<file path="src/rtl/if_id_queue.sv">
// Two-entry instruction queue between fetch and decode, replacing a bare IF/ID latch.
// When empty it presents a NOP with valid low, so cache-stall bubbles never reach decode as real work.
module if_id_queue #(
    parameter int          DATA_W   = 16,
    parameter logic [15:0] NOP_INST = 16'h0800
) (
    input  logic              clk,
    input  logic              rst,
    input  logic [DATA_W-1:0] inst_in,
    input  logic [DATA_W-1:0] pc_in,
    input  logic              fetch_stall,
    input  logic              decode_stall,
    input  logic              flush,
    output logic [DATA_W-1:0] inst_out,
    output logic [DATA_W-1:0] pc_out,
    output logic              valid_out,
    output logic              fetch_hold,
    output logic              err
);

    // The state encoding is the entry count; ILLEGAL (3) can only come from an upset.
    typedef enum logic [1:0] {
        EMPTY   = 2'd0,
        ONE     = 2'd1,
        FULL    = 2'd2,
        ILLEGAL = 2'd3
    } state_t;

    state_t            r_state;
    state_t            w_state_nxt;
    logic              r_head;
    logic              r_tail;
    logic              w_head_nxt;
    logic              w_tail_nxt;
    logic [DATA_W-1:0] r_inst [2];
    logic [DATA_W-1:0] r_pc   [2];

    logic w_valid;
    logic w_pop;
    logic w_push;

    always_comb begin
        w_valid = (r_state == ONE) || (r_state == FULL);
        w_pop   = w_valid & ~decode_stall;
        w_push  = ~fetch_stall & ~flush &
                  ((r_state == EMPTY) || (r_state == ONE) || w_pop);
    end

    always_comb begin
        w_state_nxt = r_state;
        w_head_nxt  = r_head;
        w_tail_nxt  = r_tail;
        if (flush || (r_state == ILLEGAL)) begin
            w_state_nxt = EMPTY;
            w_head_nxt  = 1'b0;
            w_tail_nxt  = 1'b0;
        end else begin
            if (w_push) w_tail_nxt = ~r_tail;
            if (w_pop)  w_head_nxt = ~r_head;
            unique case (r_state)
                EMPTY: if (w_push) w_state_nxt = ONE;
                ONE: begin
                    if (w_push && !w_pop)      w_state_nxt = FULL;
                    else if (w_pop && !w_push) w_state_nxt = EMPTY;
                end
                FULL: if (w_pop && !w_push) w_state_nxt = ONE;
                default: w_state_nxt = EMPTY;
            endcase
        end
    end

    always_ff @(posedge clk) begin
        if (rst) begin
            r_state <= EMPTY;
            r_head  <= 1'b0;
            r_tail  <= 1'b0;
        end else begin
            r_state <= w_state_nxt;
            r_head  <= w_head_nxt;
            r_tail  <= w_tail_nxt;
        end
    end

    // Entry storage carries no reset; only pointers and count define what is live.
    always_ff @(posedge clk) begin
        if (w_push) begin
            r_inst[r_tail] <= inst_in;
            r_pc[r_tail]   <= pc_in;
        end
    end

    always_comb begin
        valid_out  = w_valid;
        inst_out   = w_valid ? r_inst[r_head] : NOP_INST;
        pc_out     = w_valid ? r_pc[r_head]   : '0;
        fetch_hold = (r_state == FULL) & decode_stall;
        err        = (r_state == ILLEGAL);
    end

endmodule

</file>
<file path="config.mk">
export PLATFORM = sky130hd
export DESIGN_NAME = if_id_queue
export DESIGN_NICKNAME = d
export VERILOG_FILES = /design/src/rtl/if_id_queue.sv
export SDC_FILE = /design/constraint.sdc
export NUM_CORES = 1
export LEC_CHECK = 0
export BUFFER_PORTS_ARGS = -buffer_cell sky130_fd_sc_hd__buf_2
export CAP_MARGIN = 20
export CORE_ASPECT_RATIO = 1.5
export CORE_MARGIN = 2
export CORE_UTILIZATION = 54
export DETAILED_ROUTE_END_ITERATION = 7
export GPL_ROUTABILITY_DRIVEN = 0
export HOLD_SLACK_MARGIN = 0.08
export PLACE_DENSITY = 0.92
export SLEW_MARGIN = 20
export SYNTH_ARGS = -nofsm -noshare
export SYNTH_HDL_FRONTEND = slang
export SYNTH_SLANG_ARGS = --single-unit
</file>
<file path="constraint.sdc">
create_clock -name clk -period 4.8 [get_ports clk]
set_input_delay 0 -clock clk [delete_from_list [all_inputs] [get_ports clk]]
set_output_delay 0 -clock clk [all_outputs]
set_load 0.05 [all_outputs]
</file>
==> flow_metrics.tcl, run 1 <==
set metrics [dict create \
    design.die.area_mm2 0.00588 \
    synth_area_leaders "edfxtp_1, mux2i_1, nor2b_1" \
    worstSetupEndpointType "register" \
    diodes 0 \
    hold_viol 0 \
    startpoint_type "register" \
    ant_nets 0 \
    clock-root-buffer "clkbuf_8" \
    worstPathArrival_ns 2.90 \
    grtUsageTotal 0.193 \
    dieWidth_um 63.3 \
    setup_viol 0 \
    clockBufferDepth 2 \
    min_to "r_state[0]" \
    die_h_um 92.9 \
    pre_cts_slack_ns 1.77 \
    clkTransAtPathRegs_ns 0.07 \
    maxCapViolCount 0 \
    worst-path-max-fanout 34 \
    synthXorXnorAreaFrac 0.00616 \
    port_buffers 71 \
    cts_tree "done" \
    wl_per_cell_um 14.9 \
    fmax_mhz 340 \
    avgSynthCellArea_um2 16.3 \
    grt_max_degree 35 \
    core_area_mm2 0.00512 \
    initialDrtViolationCount 52 \
    synth_top_area_frac 0.676 \
    r2r_slack_ns 1.86 \
    yosysTopAreaCell "edfxtp_1" \
    drv_slew 0 \
    start_util 0.555 \
    std_cell_rows 32 \
    viasPerCell 4.82 \
    synth.most_common_cell "edfxtp_1" \
    rsz0062_at_grt "no" \
    vias 1732 \
    synth-seq-area-share 0.711 \
    clock_latency_ns 0.34 \
    worstSetupPathType "register to register" \
    path_cells "inv_1 -> ha_1 -> nand2b_4 -> a21boi_2 -> nor2b_4" \
    cts_buffers 9 \
    crit_family "simple AND/OR/NAND/NOR gates" \
    clkSinkCount 69 \
    syn_area_mm2 0.00284 \
    dpl.hpwl_mm 3.21 \
    wl_mm 5.35 \
    skew_ns 0.00320 \
    drcViolationCount 0 \
    slew_headroom 0.348 \
    synth_fa_ha_area_frac 0.0220 \
    required_ns 4.76 \
    synthFlopType "edfxtp_1" \
    critical-path-max-stage-delay_ns 0.90 \
    htreeDepth 3 \
    hold_depth 4 \
    yosys_warnings 0 \
    gr-total-overflow 0 \
    ys_top_cells_by_count "edfxtp_1, mux2i_1, nor2b_1" \
    firstDrtPassIters 4 \
    fillCellCount 342 \
    slowest_stage "ha_1" \
    drive_gt1_frac 0.323 \
    fin_crit_sh 0.612 \
    hold-worst-slack_ns 0.165 \
    ys_types 24 \
    min-delay-start "fetch_stall" \
    synth_fp_nets 217 \
    power_leakage_uw 0.00145 \
    post_cts_resized 0 \
    synthMuxAreaShare 0.116 \
    r2r_cells 5 \
    antenna_found_initial 0 \
    r2r-end "r_inst[0][1]" \
    grt_pass1_wl_mm 8.52 \
    fin_crit_ns 2.94 \
    vdd_drop_max_mv 0.309 \
    critPathBufInv 1 \
    synth_top_family_by_area "multiplexers" \
    hp-class "input port to register" \
    synth_compound_area_frac 0.0220 \
    powerDensity_mw_per_mm2 337 \
    syn-instance-count 175 \
    synth_seq_cells 69 \
    synth-simple-area-share 0.105 \
    status "completed" \
    synth_edf_count 64 \
    nNetsFinal 328 \
    synthArstFlopShare 0 \
    tightest_slew_ns 0.977 \
    reg2reg_from "r_state[1]" \
    ios 72 \
    worst_slack_ns 1.86 \
    grt_pass1_vias 1836 \
    syn_to_final_growth_pct 33.7 \
    tns_ns 0 \
]
==> area by class of cell <==
| class | instances | area [um^2] | share of cell area |
|---|---|---|---|
| Multi-Input combinational cell | 96 | 772 | 0.203 |
| Clock inverter | 7 | 73.8 | 0.0194 |
| Timing Repair Buffer | 107 | 713 | 0.188 |
| Sequential cell | 69 | 2020 | 0.532 |
| Clock buffer | 9 | 124 | 0.0326 |
| Tap cell | 68 | 85.1 | 0.0224 |
| Inverter | 3 | 11.3 | 0.00296 |
==> through the flow <==
stage	std cells	area, um^2	power [uW]	util
after global routing	359	3800	1320	0.742
after global placement	308	3250	804	0.635
final	359	3800	1280	0.742
after floorplan	175	2840	770	-
after CTS	359	3800	1290	0.742
after detailed placement	308	3250	809	0.635
==> power breakdown <==
group	internal, uW	switching, uW
registers	676	6.84
logic	54.9	79.8
clock network	242	220
==> how the worst max path moves through the flow <==
stage	slack, ns	end	cells after the start	start
2_1_floorplan	2.17	r_inst[1][0]	5	r_state[0]
3_3_place_gp	1.98	r_inst[0][8]	5	r_state[1]
3_5_place_dp	1.77	r_pc[0][12]	5	r_state[1]
4_1_cts	1.77	r_inst[0][4]	5	r_state[1]
5_1_grt	1.55	r_inst[0][1]	5	r_state[0]
6_report	1.86	r_inst[0][1]	5	r_state[1]
==> cells in the final DEF, fill, tap and decap left out, drive strengths merged <==
master and count:
buf 72, edfxtp 64, dlygate4sd3 35, mux2i 33, nor2b 33, clkbuf 9, ha 5, dfxtp 5
inv 5, and2 4, nor2 4, nand2 3, o21ai 3, clkinv 3, xnor2 2, a21oi 2
o21a 2, nand2b 1, a21boi 1, nor3 1, o211ai 1, nand3b 1, bufinv 1, clkinvlp 1
==> worst reg2reg max path: stages, from the launching register on <==
cell and delay, ns:
dfxtp_1 0.41, inv_1 0.10, ha_1 0.90, nand2b_4 0.16, a21boi_2 0.20, nor2b_4 0.79
==> state kept, by name, indices dropped and copies added (netlist names), named ones only <==
name	count
r_head	1
r_inst	32
r_pc	32
r_state	2
r_tail	1
==> routing by layer <==
| layer | share of wire | routed length [um] | global-route usage | up-vias |
|---|---|---|---|---|
| met1 | 0.38 | 2030 | 0.209 | 813 |
| met2 | 0.56 | 3010 | 0.351 | 48 |
| li1 | - | - | - | 860 |
| met5 | 0 | 0 | 0 | - |
| met4 | 0.021 | 115 | 0.0996 | 0 |
| met3 | 0.037 | 200 | 0.0401 | 11 |
==> kinds of logic after synthesis <==
logic type                 count (synthesis)
and+or+nand+nor                           47
muxes                                     33
adders and majority gates                  5
xor gates and xnor gates                   2
DFF                                       69
buffers and inverters                     10
AOI/OAI and AO/OA                          9
==> what timing repair did <==
item                                   CTS  global route
hold buffers                            35             0
buffers inserted                         0             0
endpoints found under the hold margin   69             0
Note: power is estimated with default switching activity, not from simulation.
==> run 2, diff against run 1 <==
- ABC_AREA: default -> 1
- CORE_UTILIZATION: 54 -> 47
- PLACE_DENSITY: 0.92 -> 0.86
- clock period: 4.8 -> 2.65 ns (I/O delays scaled with it)
==> run 2 against run 1 <==
  * Die area up 9.4%
  * Synthesized cell count rose by 27%
  * First-iteration DRC count rose to 2.5 times the previous value
  * Clock skew grew 0.0066 ns
  * Synthesized area down 4.3%
  * Non-clock buffer count is the same
  * Sequential cell count did not move
  * Maximum frequency rose by 29%
  * Worst hold slack worse by 0.067 ns
  * Sequential share of layout area up 1.2 points
  * Final cell count rose by 14%
  * Sequential power up 82%
  * Largest power group unchanged
==> flow_metrics.tcl, run 2 <==
set metrics [dict create \
    syn_area_mm2 0.00272 \
    drv_slew 0 \
    fin_crit_ns 2.28 \
    clockBufferDepth 2 \
    grt_pass1_vias 1986 \
    setup_viol 0 \
    skew_ns 0.00983 \
    synth_seq_cells 69 \
    synthArstFlopShare 0 \
    place_inst 358 \
    final_common_cell "buf_2" \
    grt_pass1_wl_mm 8.90 \
    fin_crit_sh 0.859 \
    vdd_drop_max_mv 0.461 \
    syn-instance-count 222 \
    min-delay-start "decode_stall" \
    status "completed" \
    required_ns 2.61 \
    postCtsSetupBuffers 0 \
    gr-total-overflow 0 \
    cts_tree "done" \
    final_util 0.652 \
    reg2reg_from "r_state[0]" \
    htreeDepth 3 \
    synth-seq-area-share 0.743 \
    syn_to_final_growth_pct 36.5 \
    synth_area_leaders "edfxtp_1, nor2_1, o21ai_0" \
    maxCapViolCount 0 \
    cts_buffers 9 \
    worstSetupStartpoint "r_state[0]" \
    layout.cells.non_filler 408 \
    ys_top_cells_by_count "nor2_1, edfxtp_1, o21ai_0" \
    worstPathArrival_ns 2.24 \
    vias 1987 \
    tightest_slew_ns 0.997 \
    grtUsageTotal 0.190 \
    clkTransAtPathRegs_ns 0.07 \
    clkSinkCount 69 \
    post_cts_resized 0 \
    hold-worst-slack_ns 0.0979 \
    clock-root-buffer "clkbuf_8" \
    core_area_mm2 0.00570 \
    ant_nets 0 \
    r2r_slack_ns 0.37 \
    clock_latency_ns 0.34 \
    power_leakage_uw 0.00156 \
    hold_buffers 34 \
    slew_headroom 0.334 \
    dieWidth_um 66.1 \
    diodes 0 \
    antenna_found_initial 0 \
    viasPerCell 4.87 \
    die_h_um 97.2 \
    drive_gt1_frac 0.283 \
    dpl.hpwl_mm 3.44 \
    drcViolationCount 0 \
    fmax_mhz 439 \
    rsz0062_at_grt "no" \
    ys_types 19 \
    wl_per_cell_um 14.0 \
    hold_depth 4 \
    grt_max_degree 35 \
    avgSynthCellArea_um2 12.3 \
    hold_viol 0 \
    startpoint_type "register" \
    min_to "r_head" \
    design.die.area_mm2 0.00643 \
    synth.most_common_cell "nor2_1" \
    synth_fp_nets 264 \
    r2r_cells 6 \
    initialDrtViolationCount 132 \
    yosys_warnings 0 \
    worstSetupPathType "register to register" \
    worstSetupEndpointType "register" \
    powerDensity_mw_per_mm2 682 \
    synthFlopType "edfxtp_1" \
    wl_mm 5.71 \
    synth_top_area_frac 0.706 \
    start_util 0.478 \
    synth_edf_count 64 \
    yosysTopAreaCell "edfxtp_1" \
    std_cell_rows 34 \
    r2r-end "r_pc[1][15]" \
    worst-path-max-fanout 32 \
    hp-class "input port to register" \
    firstDrtPassIters 4 \
    nNetsFinal 373 \
    port_buffers 71 \
    largest_registers "r_inst x32, r_pc x32, r_state x2" \
    ios 72 \
    layout_common_cells "buf_2, nor2_1, edfxtp_1" \
]
==> run 2: how the worst max path moves through the flow <==
stage / cells after the start / slack [ns] / to
after detailed placement: 6 / 0.36 / r_inst[1][8]
final: 6 / 0.37 / r_pc[1][15]
after global routing: 6 / 0.15 / r_pc[1][2]
after CTS: 6 / 0.35 / r_inst[1][3]
after floorplan: 6 / -0.52 / r_inst[0][0]
after global placement: 6 / 0.46 / r_pc[1][3]
==> run 2: layout make-up <==
cell class / count / area [um^2]
Sequential cell: 69 / 2020
Fill cell: 440 / 1980
Timing Repair Buffer: 107 / 711
Multi-Input combinational cell: 131 / 632
Clock buffer: 9 / 124
Tap cell: 72 / 90.1
Clock inverter: 7 / 88.8
Inverter: 13 / 48.8
==> run 2: through the flow <==
| stage | TNS, ns | worst slack (ns) | total power (uW) | area, um^2 |
|---|---|---|---|---|
| 5_1_grt | 0 | 0.153 | 2630 | 3720 |
| 4_1_cts | 0 | 0.355 | 2550 | 3720 |
| 6_report | 0 | 0.374 | 2540 | 3720 |
| 3_5_place_dp | 0 | 0.365 | 1610 | 3160 |
| 2_1_floorplan | -33.05 | -0.516 | 1510 | 2720 |
| 3_3_place_gp | 0 | 0.456 | 1610 | 3160 |
==> run 2: cells by family after synthesis <==
logic type,Yosys count,share of synthesized area
simple gates,88,0.133
flops,69,0.743
compound gates,38,0.0708
buf+inv,22,0.0308
fa+ha+maj,5,0.0230
==> run 2: worst max-delay path, stage by stage (launching register included) <==
cell and delay, ns:
dfxtp_1 0.38, inv_1 0.10, ha_1 0.33, inv_2 0.04, nor2_2 0.11, o21ai_1 0.18, nor2_4 0.74
==> run 2: metal layers <==
| layer | GRT usage | share of wire | vias to the layer above |
|---|---|---|---|
| met1 | 0.201 | 0.38 | 927 |
| met4 | 0.0989 | 0.025 | 0 |
| met5 | 0 | 0 | - |
| met2 | 0.343 | 0.55 | 61 |
| li1 | - | - | 986 |
| met3 | 0.0371 | 0.046 | 13 |
==> run 2: power by group <==
part           switching, uW  internal [uW]  total [uW]
combinational            275            113         388
sequential              10.2           1230        1240
clock                    381            525         906
